### src/rtl/recon_ctrl_pkg.sv
// Shared types and latency constants for the modulo-ADC reconstruction controller.
// fill_latency() is also used to size the core's adc_out pipe.
package recon_ctrl_pkg;

    typedef enum logic [1:0] {
        ST_IDLE  = 2'd0,
        ST_FLUSH = 2'd1,
        ST_FILL  = 2'd2,
        ST_RUN   = 2'd3
    } state_t;

    localparam int FIRST_TWO_DELAY = 16;
    localparam int STAGE_DELAY     = 44;
    localparam int CONV_DELAY      = 3;

    // Order 0 runs the core's default branch, which behaves like order 1.
    function automatic logic [31:0] fill_latency(input logic [1:0] n,
                                                 input int firstTwo = FIRST_TWO_DELAY,
                                                 input int stage    = STAGE_DELAY,
                                                 input int conv     = CONV_DELAY);
        logic [31:0] nEff;
        nEff = (n == 2'd0) ? 32'd1 : {30'd0, n};
        return unsigned'(firstTwo) + unsigned'(stage) * nEff + unsigned'(conv);
    endfunction

endpackage

### src/rtl/sample_tick_divider.sv
// Sample-rate strobe generator: one-clock tick every div_ratio clocks while run is high.
// div_ratio is captured only at wrap so a mid-period change lands on the next period.
module sample_tick_divider #(
    parameter int CNT_W = 16
) (
    input  logic             clk,
    input  logic             reset,
    input  logic             run,
    input  logic [CNT_W-1:0] div_ratio,
    output logic             tick
);

    logic [CNT_W-1:0] count_q, count_d;
    logic [CNT_W-1:0] ratio_q, ratio_d;
    logic             everyClock;
    logic             wrap;

    assign everyClock = (ratio_q <= CNT_W'(1));
    assign wrap       = everyClock || (count_q == ratio_q - CNT_W'(1));
    assign tick       = run && wrap;

    // While stopped the ratio tracks the input so the first period uses the current setting.
    always_comb begin
        count_d = count_q;
        ratio_d = ratio_q;
        if (!run || wrap) begin
            count_d = '0;
            ratio_d = div_ratio;
        end else begin
            count_d = count_q + CNT_W'(1);
        end
    end

    always_ff @(posedge clk) begin
        if (reset) begin
            count_q <= '0;
            ratio_q <= '0;
        end else begin
            count_q <= count_d;
            ratio_q <= ratio_d;
        end
    end

endmodule

### src/rtl/recon_order_sequencer.sv
// Sequencer for the reconstruction core: sample strobe, start/order control and
// safe order changes via pipeline flush followed by an order-dependent refill wait.
module recon_order_sequencer #(
    parameter int         CNT_W           = 16,
    parameter int         FIRST_TWO_DELAY = recon_ctrl_pkg::FIRST_TWO_DELAY,
    parameter int         STAGE_DELAY     = recon_ctrl_pkg::STAGE_DELAY,
    parameter int         CONV_DELAY      = recon_ctrl_pkg::CONV_DELAY,
    parameter int         FLUSH_CYCLES    = 4,
    parameter logic [1:0] DEFAULT_N       = 2'd2
) (
    input  logic             clk,
    input  logic             reset,
    input  logic             enable,
    input  logic [CNT_W-1:0] div_ratio,
    input  logic [1:0]       cfg_n,
    input  logic             cfg_valid,
    output logic             cfg_ready,
    output logic             core_clk_en,
    output logic             core_start,
    output logic [1:0]       core_n,
    output logic             core_reset,
    output logic             out_gate,
    output logic [1:0]       state_o
);

    import recon_ctrl_pkg::*;

    state_t           state_q, state_d;
    logic [1:0]       coreN_q, coreN_d;
    logic [CNT_W-1:0] fillCnt_q, fillCnt_d;
    logic [CNT_W-1:0] flushCnt_q, flushCnt_d;
    logic [CNT_W-1:0] fillLat;
    logic             divRun;
    logic             tick;
    logic             cfgAccept;

    assign fillLat = CNT_W'(fill_latency(coreN_q, FIRST_TWO_DELAY, STAGE_DELAY, CONV_DELAY));
    assign divRun  = (state_q == ST_FILL) || (state_q == ST_RUN);

    sample_tick_divider #(.CNT_W(CNT_W)) u_divider (
        .clk       (clk),
        .reset     (reset),
        .run       (divRun),
        .div_ratio (div_ratio),
        .tick      (tick)
    );

    assign cfg_ready   = (state_q == ST_IDLE) || (state_q == ST_RUN);
    assign cfgAccept   = cfg_valid && cfg_ready;
    assign core_clk_en = tick;
    assign core_start  = divRun;
    assign core_reset  = (state_q == ST_IDLE) || (state_q == ST_FLUSH);
    assign out_gate    = (state_q == ST_RUN);
    assign core_n      = coreN_q;
    assign state_o     = state_q;

    always_comb begin
        state_d    = state_q;
        coreN_d    = coreN_q;
        fillCnt_d  = fillCnt_q;
        flushCnt_d = flushCnt_q;

        if (cfgAccept) begin
            coreN_d = cfg_n;
        end

        case (state_q)
            ST_IDLE: begin
                flushCnt_d = '0;
                if (enable) begin
                    state_d = ST_FLUSH;
                end
            end
            ST_FLUSH: begin
                if (flushCnt_q == CNT_W'(FLUSH_CYCLES - 1)) begin
                    state_d    = ST_FILL;
                    flushCnt_d = '0;
                    fillCnt_d  = '0;
                end else begin
                    flushCnt_d = flushCnt_q + CNT_W'(1);
                end
            end
            ST_FILL: begin
                if (tick) begin
                    if (fillCnt_q == fillLat - CNT_W'(1)) begin
                        state_d = ST_RUN;
                    end
                    fillCnt_d = fillCnt_q + CNT_W'(1);
                end
            end
            ST_RUN: begin
                if (cfgAccept && (cfg_n != coreN_q)) begin
                    state_d    = ST_FLUSH;
                    flushCnt_d = '0;
                end
            end
            default: state_d = ST_IDLE;
        endcase

        // Dropping enable wins over every transition, but an accepted cfg still lands.
        if (!enable) begin
            state_d    = ST_IDLE;
            flushCnt_d = '0;
            fillCnt_d  = '0;
        end
    end

    always_ff @(posedge clk) begin
        if (reset) begin
            state_q    <= ST_IDLE;
            coreN_q    <= DEFAULT_N;
            fillCnt_q  <= '0;
            flushCnt_q <= '0;
        end else begin
            state_q    <= state_d;
            coreN_q    <= coreN_d;
            fillCnt_q  <= fillCnt_d;
            flushCnt_q <= flushCnt_d;
        end
    end

endmodule
### config.mk
export PLATFORM = sky130hd
export DESIGN_NAME = recon_order_sequencer
export DESIGN_NICKNAME = d
export VERILOG_FILES = /design/src/rtl/recon_ctrl_pkg.sv /design/src/rtl/sample_tick_divider.sv /design/src/rtl/recon_order_sequencer.sv
export SDC_FILE = /design/constraint.sdc
export NUM_CORES = 1
export LEC_CHECK = 0
export BUFFER_PORTS_ARGS = -buffer_cell sky130_fd_sc_hd__buf_4
export CAP_MARGIN = 20
export CORE_ASPECT_RATIO = 0.6
export CORE_UTILIZATION = 40
export DETAILED_ROUTE_END_ITERATION = 10
export HOLD_SLACK_MARGIN = 0.08
export PLACE_DENSITY_LB_ADDON = 0.12
export SETUP_SLACK_MARGIN = 0.4
export SLEW_MARGIN = 5
export SYNTH_ARGS = -nofsm -noshare
export SYNTH_HDL_FRONTEND = slang
export SYNTH_HIERARCHICAL = 1
export SYNTH_SLANG_ARGS = --single-unit
### constraint.sdc
create_clock -name clk -period 5 [get_ports clk]
set_input_delay 0.25 -clock clk [delete_from_list [all_inputs] [get_ports clk]]
set_output_delay 0.25 -clock clk [all_outputs]
set_load 0.01 [all_outputs]
==> results_dict.tcl, run 1 <==
set metrics [dict create \
    ios 31 \
    clock_path_buffers 2 \
    hpwl_um 7650 \
    syn_area_sq_um 4280 \
    finalSetupViolCount 0 \
    initial_core_util 0.423 \
    rows 28 \
    grt_usage 0.206 \
    worstPathRequired_ns 5.23 \
    viasPerCell 5.81 \
    ys_warn_count 6 \
    crit_type "reg2reg" \
    drc 0 \
    cts_tree "built" \
    finalMaxSlewViolations 0 \
    grt_max_degree 46 \
    synth_area_leaders "dfxtp_1 32%, xnor2_1 7.0%, o211ai_1 4.4%, xor2_1 4.3%, nand4_1 3.5%" \
    final_layout_size_suffix_gt1_frac 0.142 \
    fillers 980 \
    reg2regPathDepth 13 \
    postCtsSetupRepairBufs 0 \
    insertion_delay_ns 0.33 \
    clockRootBuffer "clkbuf_16" \
    hp-class "in2reg" \
    clk_pin_slew_ns 0.06 \
    grt_remaining_overflow 0 \
    power.leakage_nw 1.69 \
    first_iter_violations 278 \
    htree_levels 3 \
    seq_area_frac_synth 0.318 \
    ant_nets 0 \
    grt_pass1_wl_um 17700 \
    yosys_register_bits 68 \
    synth_area_leader_cell "dfxtp_1" \
    antenna_found_initial 0 \
    r2r-start "u_divider/ratio_q[0]$_SDFFE_PP0P_" \
    placedInstanceArea_sq_um 4560 \
    syn_nets 544 \
    arrival_ns 4.46 \
    drt_first_pass_iters 4 \
    critPathLaunchType "flop" \
    tns_ns 0 \
    r2r_end "fillCnt_q[15]$_SDFFE_PP0P_" \
    slew_headroom 0.236 \
    wl_per_cell_um 16.4 \
    register_area_sq_um 1360 \
    coreArea_sq_um 10100 \
    worstMarginPinSlew_ns 1.15 \
    gp_congestion 0.898 \
    fin_skew_ns 0.00702 \
    die_area_sq_um 11100 \
    vdd_drop_max_uv 167 \
    hold-path-endpoint "core_n[1]$_SDFFE_PP1P_" \
    fin_nets 557 \
    synth_ff_type "dfxtp_1" \
    synth-edff-count 0 \
    rsz0062_at_grt "no" \
    numCtsBuffers 9 \
    synthArstFlopShare 0 \
    fin_crit_ns 4.24 \
    syn_inst 511 \
    path_max_fanout 17 \
    r2r_slack_ns 0.76 \
    maxCapViolCount 0 \
    cts.sinks 68 \
    finalHoldViolations 0 \
    finalCritPeriodShare 0.847 \
    portBuffers 30 \
    die_h_um 82.2 \
    status "finished clean" \
    chipWidth_um 136 \
    area_growth_pct 14.3 \
    end_kind "flop" \
    powerDensity_nw_per_um2 296 \
    worstHoldPathCells 3 \
    fmax_mhz 236 \
    synth_area_per_cell_sq_um 8.38 \
    antenna_cells 0 \
    multi_input_area_sq_um 2710 \
    ys_types 61 \
    final_cell_area_sq_um 4900 \
    synth_top_area_frac 0.318 \
    grt_pass1_vias 3427 \
    num_vias 3858 \
    hp-start "cfg_n[1]" \
    routed_wl_um 10900 \
]
[repair_timing]
| action | 4_1_cts | 5_1_grt |
|---|---|---|
| hold buffers | 0 | 0 |
| gates resized for setup | 0 | 2 |
| setup endpoints to repair | 0 | 11 |
[cells in the final DEF (no fill, tap or decap), types with 6 or more instances in the layout]
master	synthesis	routed
a21oi_1	13	13
inv_1	17	17
dfxtp_1	68	68
xnor2_1	34	34
o211ai_1	25	25
nor3_1	8	7
ha_1	11	11
buf_4	2	36
nand3_1	14	14
and4_1	7	7
clkbuf_16	0	9
and3_1	20	20
a32oi_1	16	16
nand4_1	24	24
xor2_1	21	21
nor2_1	37	36
o21ai_0	10	10
nor2b_1	20	20
nand2_1	37	37
nand2b_1	6	6
nor4_1	13	13
[cell type report]
class / count / area share
clock buffers: 11 / 0.0496
clock inverters: 5 / 0.0171
inverters: 17 / 0.0130
multi-input cells: 392 / 0.553
flip-flops and latches: 68 / 0.278
well taps: 135 / 0.0345
repair buffers: 36 / 0.0552
[sequential cells by signal (all words and copies together) (netlist names)]
name / count
state_o: 2
core_n: 2
u_divider/ratio_q: 16
u_divider/count_q: 16
flushCnt_q: 16
fillCnt_q: 16
[worst max-delay path, cell delays in order, from the launching register on]
cell      delay (ns)
dfxtp_1         0.46
inv_1           0.07
ha_1            0.26
o21ba_2         0.21
a221oi_1        0.42
nor2_1          0.09
or4b_1          0.51
or4b_4          0.61
a21boi_2        0.33
mux2_2          0.24
nand4_1         0.27
nor3_2          0.25
nand3_1         0.12
mux2_2          0.28
[cells by family after synthesis]
| family | after synthesis | synth area share |
|---|---|---|
| DFF | 68 | 0.318 |
| AOI/OAI and AO/OA | 99 | 0.173 |
| xor gates and xnor gates | 55 | 0.112 |
| adders and majority gates | 11 | 0.0321 |
| buffers and inverters | 51 | 0.0535 |
| muxes | 2 | 0.00526 |
| and+or+nand+nor | 225 | 0.306 |
[synthesized netlist by cell type (11+ instances only)]
master and number:
xnor2_1 34, nor2_1 37, ha_1 11, dfxtp_1 68
nor4_1 13, inv_1 17, and3_1 20, nand3_1 14
nand4_1 24, nor2b_1 20, nand2_1 37, o211ai_1 25
a21oi_1 13, clkbuf_1 23, a32oi_1 16, xor2_1 21
[report_power, final]
| group | switching, mW | internal [mW] |
|---|---|---|
| combinational | 0.103 | 0.0700 |
| clock | 0.246 | 0.452 |
| sequential | 0.0252 | 0.554 |
[per-layer routing]
metal	track usage	wire length (um)
met1	0.318	6040
met2	0.277	4120
met3	0.0470	644
met4	0.0562	102
met5	0	0
[worst max-delay path by stage]
| stage | from | slack (ns) | to | depth (start not counted) |
|---|---|---|---|---|
| 2_1_floorplan | u_divider/ratio_q[0]$_SDFFE_PP0P_ | 1.0 | fillCnt_q[15]$_SDFFE_PP0P_ | 14 |
| 3_3_place_gp | u_divider/ratio_q[0]$_SDFFE_PP0P_ | 0.72 | fillCnt_q[15]$_SDFFE_PP0P_ | 13 |
| 3_5_place_dp | u_divider/ratio_q[0]$_SDFFE_PP0P_ | 0.61 | fillCnt_q[15]$_SDFFE_PP0P_ | 13 |
| 4_1_cts | u_divider/ratio_q[0]$_SDFFE_PP0P_ | 0.59 | fillCnt_q[15]$_SDFFE_PP0P_ | 13 |
| 5_1_grt | u_divider/ratio_q[1]$_SDFFE_PP0P_ | 0.46 | fillCnt_q[15]$_SDFFE_PP0P_ | 13 |
| 6_report | u_divider/ratio_q[0]$_SDFFE_PP0P_ | 0.76 | fillCnt_q[15]$_SDFFE_PP0P_ | 13 |
[per-stage QoR]
step	hold slack (ns)	setup slack [ns]	instances	power, mW	util
final	0.151	0.764	664	1.45	0.484
after global placement	0.457	0.722	648	0.758	0.450
after CTS	0.145	0.594	664	1.46	0.483
after floorplan	0.319	0.997	511	0.708	-
after detailed placement	0.472	0.607	648	0.760	0.450
after global routing	0.171	0.459	664	1.51	0.484
No activity file was read; power rests on OpenSTA's default activity.
==> run 2: changes to the inputs <==
ABC_AREA = 1   (was unset)
clock period = 4.3 ns   (was 5 ns; I/O delays follow)
==> results_dict.tcl, run 2 <==
set metrics [dict create \
    status "finished clean" \
    drc 0 \
    power.leakage_nw 2.29 \
    syn_area_sq_um 4810 \
    synth_area_leader_cell "dfxtp_1" \
    final_common_cell "nand2_1" \
    pre_cts_ws_ns 1.44 \
    grt_usage 0.220 \
    fillers 1245 \
    path_max_fanout 21 \
    arrival_ns 3.12 \
    ys_types 46 \
    syn_inst 771 \
    synthArstFlopShare 0 \
    fin_skew_ns 0.00641 \
    synth_top_area_frac 0.283 \
    crit_slowest_cell "nand2_1" \
    synth_ff_type "dfxtp_1" \
    cts-resized-gates 0 \
    crit_type "reg2reg" \
    power.switching_mw 0.636 \
    setup_ws_ns 1.36 \
    critPathLaunchType "flop" \
    insertion_delay_ns 0.34 \
    ys_warn_count 6 \
    viasPerCell 4.86 \
    die_h_um 86.9 \
    coreArea_sq_um 11500 \
    drt_first_pass_iters 6 \
    dp_cells 944 \
    area_growth_pct 13.5 \
    grt_pass1_vias 4200 \
    antenna_cells 0 \
    fin_crit_ns 2.94 \
    portBuffers 30 \
    internal_power_mw 1.39 \
    cp_common_cell "nor2_1" \
    cp_cell_sequence "inv_1, ha_1, inv_2, nand2_1, a21boi_1, or2_4, nand3b_4, nor2_1, nor2_1, nor2_1" \
    synth.most_common_cell "nand2_1" \
    rsz0062_at_grt "no" \
    hp-class "in2reg" \
    yosys-top-cells-count "203 x nand2_1, 144 x nor2_1, 95 x inv_1" \
    num_vias 4667 \
    yosys_register_bits 68 \
    finalHoldViolations 0 \
    cts_tree "built" \
    layout_common_cells "203 x nand2_1, 144 x nor2_1, 95 x inv_1" \
    r2r_end "fillCnt_q[15]$_SDFFE_PP0P_" \
    hpwl_um 9570 \
    clkPwrFrac 0.430 \
    tns_ns 0 \
    finalSetupViolCount 0 \
    powerDensity_nw_per_um2 372 \
    hold-path-endpoint "core_n[1]$_SDFFE_PP1P_" \
    hold_ws_ns 0.117 \
    finalMaxSlewViolations 0 \
    finalNonFillerCells 960 \
    die_area_sq_um 12500 \
    synth_area_per_cell_sq_um 6.24 \
    fmax_mhz 341 \
    seq_area_frac_synth 0.283 \
    chipWidth_um 144 \
    synth_area_leaders "dfxtp_1 28%, nand2_1 16%, nor2_1 11%, inv_1 7.4%, nand3_1 5.3%" \
    worst-path-buf-inv 2 \
    path_depth 10 \
    htree_levels 3 \
    pwr-share-comb 0.226 \
    maxCapViolCount 0 \
    grt_remaining_overflow 0 \
    end_kind "flop" \
    clockRootBuffer "clkbuf_16" \
    final_layout_size_suffix_gt1_frac 0.149 \
    ant_nets 0 \
    hp-start "cfg_n[1]" \
    clock_path_buffers 2 \
    worstHoldPathCells 3 \
    worstMarginPinSlew_ns 1.07 \
    r2r_slack_ns 1.36 \
    clk_pin_slew_ns 0.05 \
    fin_nets 828 \
    numCtsBuffers 9 \
    grt_pass1_wl_um 21100 \
    initial_core_util 0.419 \
    antenna_found_initial 0 \
    vdd_drop_max_uv 205 \
    critPathLaunch "state_o[0]$_SDFFE_PP0P_" \
    postCtsSetupRepairBufs 0 \
    ios 31 \
    gp_congestion 0.919 \
    cp_top_family "simple AND/OR/NAND/NOR gates" \
    synth-edff-count 0 \
    r2r-start "state_o[0]$_SDFFE_PP0P_" \
    power_switching_share 0.314 \
    pwr-share-seq 0.344 \
    routed_wl_um 12700 \
    worstPathRequired_ns 4.48 \
    postCtsHoldBufs 0 \
    syn_nets 804 \
    reg2regPathDepth 10 \
    first_iter_violations 341 \
    cts.sinks 68 \
    finalCritPeriodShare 0.683 \
    rows 30 \
    wl_per_cell_um 13.2 \
    slew_headroom 0.285 \
    cpPeakStageDelay_ns 0.64 \
    grt_max_degree 26 \
]
run 2: how the worst max path moves through the flow:
stage,endpoint,slack (ns)
floorplan,fillCnt_q[12]$_SDFFE_PP0P_,1.33
global placement,fillCnt_q[15]$_SDFFE_PP0P_,1.48
detailed placement,fillCnt_q[15]$_SDFFE_PP0P_,1.44
CTS,fillCnt_q[15]$_SDFFE_PP0P_,1.41
global route,fillCnt_q[15]$_SDFFE_PP0P_,1.12
finish,fillCnt_q[15]$_SDFFE_PP0P_,1.36
run 2: area by class of cell:
class | instances | area [sq um] | share of cell area
clock buffers | 10 | 239 | 0.0438
well taps | 160 | 200 | 0.0367
inverters | 112 | 423 | 0.0775
clock inverters | 6 | 111 | 0.0204
multi-input cells | 573 | 2890 | 0.529
repair buffers | 31 | 233 | 0.0427
flip-flops and latches | 68 | 1360 | 0.250
run 2: cells by family after synthesis:
kind of cell    synth area share
fa+ha+maj                 0.0286
flops                      0.283
buf+inv                    0.116
xor+xnor                  0.0510
compound gates            0.0520
simple gates               0.469
run 2: worst register-to-register path: cells and delay by family, from the launching register on:
family | cells | cell delay [ns]
compound gates | 1 | 0.36
fa+ha+maj | 1 | 0.26
buf+inv | 2 | 0.40
flops | 1 | 0.43
simple gates | 6 | 1.33
run 2: per-stage QoR:
step	util	total power [mW]	area [sq um]
floorplan	-	1.06	4810
global placement	0.444	1.16	5100
detailed placement	0.444	1.16	5100
CTS	0.475	2.04	5460
global route	0.475	2.13	5460
finish	0.475	2.03	5460
run 2: power groups by stage:
stage / Combinational, mW / Sequential (mW) / Clock (mW)
floorplan: 0.361 / 0.700 / 0
global placement: 0.449 / 0.709 / 0
detailed placement: 0.452 / 0.709 / 0
CTS: 0.455 / 0.696 / 0.893
global route: 0.518 / 0.700 / 0.912
finish: 0.459 / 0.697 / 0.873
run 2: routing by layer:
| metal | track usage | routed length [um] | part of all wire | up-vias |
|---|---|---|---|---|
| met5 | 0 | 0 | 0 | - |
| met4 | 0.0493 | 100 | 0.0079 | 0 |
| met3 | 0.0401 | 774 | 0.061 | 9 |
| met2 | 0.297 | 4710 | 0.37 | 122 |
| met1 | 0.348 | 7120 | 0.56 | 2092 |
| li1 | - | - | - | 2444 |
==> run 3: changes to the inputs <==
ABC_AREA = 0   (was 1)
clock period = 2.5 ns   (was 4.3 ns; I/O delays follow)
==> results_dict.tcl, run 3 (same netlist as run 1, synthesis figures left out) <==
set metrics [dict create \
    hp-class "in2reg" \
    grt_remaining_overflow 0 \
    violations "negative setup slack" \
    numCtsBuffers 9 \
    viasPerCell 5.57 \
    critPathLaunchType "flop" \
    wl_per_cell_um 16.7 \
    finalSetupViolCount 51 \
    powerDensity_nw_per_um2 518 \
    power_switching_share 0.278 \
    end_kind "flop" \
    hold_ws_ns 0.134 \
    ant_nets 0 \
    worstPathRequired_ns 2.74 \
    antenna_cells 0 \
    antenna_found_initial 0 \
    num_vias 4178 \
    final_common_cell "buf_4" \
    layout_common_cells "114 x buf_4, 64 x dfxtp_1, 37 x nand2_1" \
    gp_congestion 0.874 \
    power.switching_mw 0.837 \
    portBuffers 30 \
    grt_max_degree 46 \
    power_mw 3.01 \
    rsz0062_at_grt "yes" \
    finalNonFillerCells 750 \
    die_h_um 82.2 \
    r2r_slack_ns -0.93 \
    rows 28 \
    drt_first_pass_iters 4 \
    worstMarginPinSlew_ns 0.570 \
    ios 31 \
    first_iter_violations 339 \
    internal_power_mw 2.17 \
    crit_type "reg2reg" \
    maxCapViolCount 0 \
    arrival_ns 3.67 \
    critPathLaunch "u_divider/ratio_q[1]$_SDFFE_PP0P_" \
    grt_pass1_wl_um 19900 \
    fmax_mhz 291 \
    power.leakage_nw 2.17 \
    fin_skew_ns 0.00764 \
    insertion_delay_ns 0.34 \
    routed_wl_um 12600 \
    drc 0 \
    grt_pass1_vias 3726 \
    area_growth_pct 35.6 \
    clk_pin_slew_ns 0.06 \
    htree_levels 3 \
    final_layout_size_suffix_gt1_frac 0.312 \
    initial_core_util 0.423 \
    cts.sinks 68 \
    hpwl_um 8650 \
    grt_usage 0.235 \
    fin_crit_ns 3.43 \
    clkPwrFrac 0.438 \
    dp_cells 724 \
    r2r_end "fillCnt_q[8]$_SDFFE_PP0P_" \
    vdd_drop_max_uv 289 \
    clock_path_buffers 2 \
    reg2regPathDepth 12 \
    pwr-share-comb 0.183 \
    finalHoldViolations 0 \
    finalMaxSlewViolations 0 \
    die_area_sq_um 11100 \
    crit_end "fillCnt_q[8]$_SDFFE_PP0P_" \
    status "finished with violations" \
    cts_tree "built" \
    fin_nets 643 \
    finalCritPeriodShare 1.37 \
    coreArea_sq_um 10100 \
    slew_headroom 0.619 \
    path_max_fanout 6 \
    fillers 943 \
    fin_util 0.574 \
    chipWidth_um 136 \
    setup_ws_ns -0.933 \
    r2r-start "u_divider/ratio_q[1]$_SDFFE_PP0P_" \
    pwr-share-seq 0.379 \
    clockRootBuffer "clkbuf_16" \
]
## run 3: cell types whose count changed in the layout (fill, tap and decap cells not counted), sizes merged, moves of 15 or more
cell	change
and3	+20
nand3	-40
nor2b	+20
nand2	-190
nor4	+15
o211ai	+24
a32oi	+16
a21oi	-18
nor2	-118
buf	+89
inv	-94
xnor2	+25
## run 3: power groups by stage
stage                     clock, mW  sequential (mW)  combinational [mW]
after floorplan                   0             1.15               0.270
after global placement            0             1.16               0.475
after detailed placement          0             1.16               0.483
after CTS                      1.33             1.14               0.523
after global routing           1.38             1.14               0.586
final                          1.32             1.14               0.550
## run 3: critical path, stage by stage, from the launching register on
cell and delay, ns:
dfxtp_4 0.35, or4_4 0.54, or4_4 0.52, a21oi_2 0.13, o211a_1 0.18, or4b_4 0.49, a21boi_4 0.15, mux2_4 0.17
buf_4 0.12, nand3_4 0.16, nor4b_2 0.30, xnor2_1 0.15, nor2_1 0.05
## run 3: metal layers
metal | track usage | part of all wire | vias up | routed length, um
met5 | 0 | 0 | - | 0
met4 | 0.0640 | 0.012 | 0 | 146
met3 | 0.0586 | 0.043 | 11 | 539
met2 | 0.314 | 0.38 | 84 | 4780
met1 | 0.359 | 0.56 | 1999 | 7100
li1 | - | - | 2084 | -
## run 3: worst min path at each step
stage               from                     end  slack, ns  cells past startpoint
6_report       cfg_valid  core_n[0]$_SDFFE_PP0P_       0.13                      4
2_1_floorplan      reset  core_n[0]$_SDFFE_PP0P_       0.19                      1
5_1_grt        cfg_valid  core_n[0]$_SDFFE_PP0P_       0.13                      4
3_5_place_dp    cfg_n[1]  core_n[1]$_SDFFE_PP1P_       0.37                      3
3_3_place_gp    cfg_n[1]  core_n[1]$_SDFFE_PP1P_       0.37                      3
4_1_cts        cfg_valid  core_n[0]$_SDFFE_PP0P_       0.13                      4
## run 3: layout make-up
class                      instances  area (sq um)  share of cell area
clock buffer                      10           239              0.0411
clock inverter                     6          63.8              0.0110
inverter                          17          63.8              0.0110
multi-input combinational        392          2940               0.506
sequential                        68          1370               0.236
tap                              135           169              0.0291
timing repair buffer             122           965               0.166
## run 3: what timing repair did
action                                  in CTS  in global routing
gates resized for setup                     31                 15
buffers inserted                             5                  2
hold buffers                                 2                  0
endpoints found under the setup margin      65                 62
hold endpoints to repair                     2                  0
gates cloned                                 1                  0
pin swaps                                   10                  7
## run 3: through the flow
step / setup TNS [ns] / instance area (sq um) / setup slack [ns]
floorplan: -22.21 / 4350 / -1.27
global placement: -23.31 / 5210 / -1.04
detailed placement: -27.77 / 5210 / -1.14
CTS: -19.12 / 5730 / -0.898
global route: -23.54 / 5810 / -1.04
finish: -19.83 / 5810 / -0.933
